**config.mk**
```make
export PLATFORM = sky130hd
export DESIGN_NAME = pipe_stage_buf
export DESIGN_NICKNAME = d
export VERILOG_FILES = /design/src/rtl/pipe_stage_buf.sv
export SDC_FILE = /design/constraint.sdc
export NUM_CORES = 1
export LEC_CHECK = 0
export BUFFER_PORTS_ARGS = -buffer_cell sky130_fd_sc_hd__buf_2
export CORE_MARGIN = 1
export CORE_UTILIZATION = 45
export CTS_BUF_LIST = sky130_fd_sc_hd__clkbuf_2 sky130_fd_sc_hd__clkbuf_4 sky130_fd_sc_hd__clkbuf_8
export DETAILED_ROUTE_END_ITERATION = 8
export PLACE_DENSITY = 0.68
export SYNTH_ARGS = -nofsm -noshare
export SYNTH_HDL_FRONTEND = slang
export SYNTH_SLANG_ARGS = --single-unit
```
**constraint.sdc**
```tcl
create_clock -name clk -period 2.92 [get_ports clk]
set_input_delay 0.584 -clock clk [delete_from_list [all_inputs] [get_ports clk]]
set_output_delay 0.584 -clock clk [all_outputs]
set_load 0.02 [all_outputs]
```
**src/rtl/pipe_stage_buf.sv**
```systemverilog
// Elastic pipeline-stage register: 2-entry skid buffer with valid/ready on both sides and a flush that zeroes the stage.
// Optional saturating stall/flush performance counters are enabled with `define PIPE_STAGE_PERF_EN.

// state | meaning
// EMPTY | nothing buffered, main register zero
// ONE   | main register holds the head entry
// FULL  | main holds head, skid holds second entry, upstream stalled

module pipe_stage_buf #(
    parameter int DATA_W = 150,
    parameter int CTRL_W = 5
`ifdef PIPE_STAGE_PERF_EN
    ,
    parameter int CNT_W  = 16
`endif
) (
    input  logic              clk,
    input  logic              rst,
    input  logic              flush,
    input  logic              in_valid,
    output logic              in_ready,
    input  logic [DATA_W-1:0] in_data,
    output logic              out_valid,
    input  logic              out_ready,
    output logic [DATA_W-1:0] out_data,
    output logic [1:0]        level
`ifdef PIPE_STAGE_PERF_EN
    ,
    output logic [CNT_W-1:0]  stall_cnt,
    output logic [CNT_W-1:0]  flush_cnt
`endif
);

    typedef enum logic [1:0] {
        EMPTY = 2'd0,
        ONE   = 2'd1,
        FULL  = 2'd2
    } state_t;

    localparam logic [DATA_W-1:0] CTRL_MASK = ~({DATA_W{1'b1}} << CTRL_W);

    state_t            state, state_nxt;
    logic [DATA_W-1:0] main_q, main_nxt;
    logic [DATA_W-1:0] skid_q, skid_nxt;
    logic              push, pop;

    assign in_ready  = (state != FULL);
    assign out_valid = (state != EMPTY);
    assign level     = state;
    assign push      = in_valid & in_ready;
    assign pop       = out_valid & out_ready;

    // main_q is already zero whenever EMPTY; the side-effect enables are gated
    // again so they can never leak out of a bubble.
    assign out_data = out_valid ? main_q : (main_q & ~CTRL_MASK);

    always_ff @(posedge clk or negedge rst) begin
        if (!rst) begin
            state  <= EMPTY;
            main_q <= '0;
            skid_q <= '0;
        end else begin
            state  <= state_nxt;
            main_q <= main_nxt;
            skid_q <= skid_nxt;
        end
    end

    always_comb begin
        state_nxt = state;
        main_nxt  = main_q;
        skid_nxt  = skid_q;
        if (flush) begin
            state_nxt = EMPTY;
            main_nxt  = '0;
            skid_nxt  = '0;
        end else begin
            case (state)
                EMPTY: begin
                    if (push) begin
                        state_nxt = ONE;
                        main_nxt  = in_data;
                    end
                end
                ONE: begin
                    if (push && !pop) begin
                        state_nxt = FULL;
                        skid_nxt  = in_data;
                    end else if (push && pop) begin
                        main_nxt  = in_data;
                    end else if (pop) begin
                        state_nxt = EMPTY;
                        main_nxt  = '0;
                    end
                end
                FULL: begin
                    if (pop) begin
                        state_nxt = ONE;
                        main_nxt  = skid_q;
                        skid_nxt  = '0;
                    end
                end
                default: begin
                    state_nxt = EMPTY;
                    main_nxt  = '0;
                    skid_nxt  = '0;
                end
            endcase
        end
    end

`ifdef PIPE_STAGE_PERF_EN
    always_ff @(posedge clk or negedge rst) begin
        if (!rst) begin
            stall_cnt <= '0;
            flush_cnt <= '0;
        end else begin
            if (out_valid && !out_ready && (stall_cnt != {CNT_W{1'b1}}))
                stall_cnt <= stall_cnt + 1'b1;
            if (flush && (state != EMPTY) && (flush_cnt != {CNT_W{1'b1}}))
                flush_cnt <= flush_cnt + 1'b1;
        end
    end
`endif

endmodule

```
==> Word-level counts from Yosys, hierarchy flattened <==
Index checks and enable logic that the tools add are counted.
{ "totals": {"register_bits": 302, "output_inout_bits": 154, "elab_cells": 42, "inputBits": 155} }
{ "classes": {"bitwise_logic": 2, "n_reduce_logical": 8, "mux": 18, "n_eq_ne": 11} }
{ "op_table": {"columns": ["op", "count"], "rows": [
  ["150-bit 2-to-1 mux", 8],
  ["150-bit one-hot mux with 3 select lines", 2],
  ["2-bit 2-to-1 mux", 6],
  ["3-bit inequality test (second input constant)", 4],
  ["4-bit inequality test (second input constant)", 3],
  ["4-bit AND reduction", 2],
  ["2-bit one-hot mux with 3 select lines", 1],
  ["5-bit 2-to-1 mux", 1],
  ["2-bit inequality test (second input constant)", 2],
  ["3-bit AND reduction", 1],
  ["1-bit bitwise AND", 2],
  ["2-bit by 1-bit == test with 1-bit output (second input constant)", 1],
  ["2-bit == test (second input constant)", 1],
  ["1-bit logical AND", 2],
  ["2-bit logical NOT", 1],
  ["2-bit nonzero test", 1],
  ["1-bit logical NOT", 1]
]} }

==> Depth between registers and ports, before layout <==
{ "logic_depth": {"depth_word": 7, "depth_mapped": 9} }

==> Least setup slack after synthesis <==
OpenSTA, ideal clock, no wires.
{ "synth_timing": {"path_type": "register to output", "startpoint": "register state[1], in the netlist level[1]", "endpoint": "output port in_ready", "path_buffers": 4, "t_arrival_ns": 1.375, "stages_incl_launch_ff": 7, "t_required_ns": 2.336, "setup_slack_ns": 0.961, "cell_sequence": "dfrtp_1 buf_4 nor2b_1 buf_2 buf_2 buf_2 inv_1"} }
{ "synth_via": {"elab_chain_len": 1} }
{ "synth_lines": {"columns": ["item", "line_no", "rtl"], "rows": [
  ["start, declared", "42", "state_t state, state_nxt;"],
  ["start signal, assigned", "63", "state <= state_nxt;"],
  ["2-bit inequality test", "47", "assign in_ready = (state != FULL);"],
  ["end, declared", "21", "output logic in_ready,"]
]} }
Every way passes these cells.

==> Worst setup path in the final report <==
{ "layout_timing": {"startpoint": "register state[0], in the netlist level[0]", "endpoint": "output port out_data[2]"} }
{ "layout_via": {"elab_chain_len": 2} }
{ "layout_lines": {"columns": ["item", "line_no", "rtl"], "rows": [
  ["2-bit nonzero test", "48", "assign out_valid = (state != EMPTY);"],
  ["5-bit 2-to-1 mux", "55", "assign out_data = out_valid ? main_q : (main_q & ~CTRL_MASK);"],
  ["end, declared", "25", "output logic [DATA_W-1:0] out_data,"]
]} }
Every way passes these cells.

==> flow_summary.toml <==
[cts]
cts-resized-gates = 0
cts-buffers-inserted = 52
clkSlewWorstSetupHoldPaths_ns = 0.06
cts_hold_buf = 0
h-tree-depth = 2
insertion_delay_ns = 0.59
cts_sinks = 302
cts_tree = "yes"
clock_path_buffers = 3
clockRootBuffer = "clkbuf_8"
postCtsSetupRepairBufs = 0

[sta]
hold_violations = 0
finClkSkew_ns = 0.0283
setup_tns_ns = 0
fmax_mhz = 397
grt_setup_unrepaired = "no"
slew_headroom_pct = 46.8
fin_crit_ns = 2.52
fin_crit_sh_pct = 86.3
tightest_slew_ns = 0.798
final-max-slew-violation-count = 0
holdWs_ns = 0.0388
setup_viol = 0
setup_ws_ns = 0.399

[synth]
async_flop_share_pct = 100
yosysTopAreaCell = "dfrtp_1"
synthTopCellsByArea = "dfrtp_1, mux2i_1, o2bb2ai_2, buf_4, a22oi_1"
synth-edff-count = 0
synthesis.nets = 1484
avgSynthCellArea_um2 = 11.4
synth_warnings = 0
netlist_area_um2 = 15100
synth_top_area_share_pct = 50.1
synthFlopType = "dfrtp_1"
syn_inst = 1329
synth-seq-area-share_pct = 50.1
yosysUniqueCellTypes = 25
postSynthRegisterBits = 302

[floorplanning]
die_area_um2 = 34300
initial_core_util_pct = 46.0
die_width_um = 185
core-area_um2 = 32800
dieHeight_um = 185
pin_count = 309
fp-row-count = 66

[global_route]
grt_max_degree = 148
grt_pass1_wl_um = 58000
antenna_found_initial = 9
grt_pass1_vias = 10800
globalRouteOverflowTotal = 0
grtUsageTotal_pct = 21.3

[layout]
multiInputGateArea_um2 = 5350
utilization_pct = 52.4
final_common_cell = "buf_2"
area_growth_pct = 13.8
fin_nets = 1631
final-instance-count-excl-fill = 1961
n_fill_cell = 2882
final_cell_mix = "buf_2, dfrtp_1, inv_1, mux2i_1, nand2_1"
layout-drive-gt1-share_pct = 35.4
register_area_um2 = 7560
final_area_um2 = 17200

[setup_path]
critical_path_class = "reg2out"
critical_path.cell_chain = "nor2_1 > nor2b_1 > buf_2"
critPathCaptureType = "primary output"
path_buf_inv = 1
crit_arrival_ns = 1.94
critPathMaxStageDelay_ns = 0.53
required_ns = 2.34
cp_top_family = "simple AND/OR/NAND/NOR gates"
worstPathMaxFanout = 10
crit_slowest_cell = "dfrtp_1"
startpoint_type = "flop"

[routing]
wirelength_um = 36700
firstDrtPassIters = 5
first_iter_violations = 529
wl_per_cell_um = 18.7
drc_errors = 0
ant_nets = 0
vias = 10400
viasPerCell = 5.29

[power_and_ir_drop]
ir_drop_v = 0.000316
p_per_area_nw_per_um2 = 596
fin_total_pwr_mw = 10.2
leakage_nw = 8.37

[status]
status = "completed"

[job]
maxCapViolCount = 0

[placement]
dp_hpwl_um = 22600
portBuffers = 308
place_area_um2 = 16100
dp.cells = 1864
place_ws_ns = 0.833
place_congestion = 0.811

[hold_path]
hp-class = "in2async"
[synth_stat cells, types with 4 or more instances]
cell type / number
dfrtp_1: 302
buf_4: 159
inv_1: 153
mux2i_1: 153
nand2_1: 152
a22oi_1: 149
o2bb2ai_2: 100
o2bb2ai_1: 50
buf_2: 39
clkbuf_1: 37
buf_6: 11
nor2b_1: 8
nor2_1: 4
[layout make-up]
cell class | count | share of cell area, %
multi-input combinational | 628 | 31.2
sequential | 302 | 44.0
clock buffer | 84 | 5.96
antenna | 6 | 0.0874
tap | 442 | 3.22
inverter | 153 | 3.34
timing repair buffer | 339 | 11.8
clock inverter | 7 | 0.401
[power by group]
group          internal (mW)  switching (mW)
Clock                   2.30            1.72
Combinational          0.587            1.01
Sequential              4.45           0.181
Total                   7.33            2.91
[final timing paths]
kind / startpoint / slack, ns / endpoint / depth (start not counted)
setup / recovery: level[0]$_DFFE_PN0P_ / 0.40 / out_data[2] / 3
hold / removal: rst / 0.04 / skid_q[146]$_DFFE_PN0P_ / 1
setup reg to reg: level[1]$_DFFE_PN0P_ / 0.76 / main_q[66]$_DFFE_PN0P_ / 4
hold reg to reg: main_q[140]$_DFFE_PN0P_ / 0.48 / main_q[140]$_DFFE_PN0P_ / 1
max in group asynchronous: rst / 2.09 / main_q[33]$_DFFE_PN0P_ / 2
min in group clk: in_data[86] / 0.24 / skid_q[86]$_DFFE_PN0P_ / 3
[sequential cells by signal, summed over array words and instances (netlist names)]
name / flops
level: 2
main_q: 150
skid_q: 150
[metal layers]
metal | wire, um | vias up | track usage (%)
met1 | 15500 | 5224 | 26.3
li1 | - | 4750 | -
met3 | 2840 | 66 | 6.84
met5 | 55 | - | 0
met4 | 901 | 8 | 7.40
met2 | 17400 | 332 | 35.2
[logic make-up after synthesis]
kind of cell / share of synthesized area, %
AOI/OAI and AO/OA: 20.5
xor gates and xnor gates: 0.0580
buffers and inverters: 14.7
DFF: 50.1
muxes: 10.1
and+or+nand+nor: 4.45
Power figures use the tool's default switching activity.
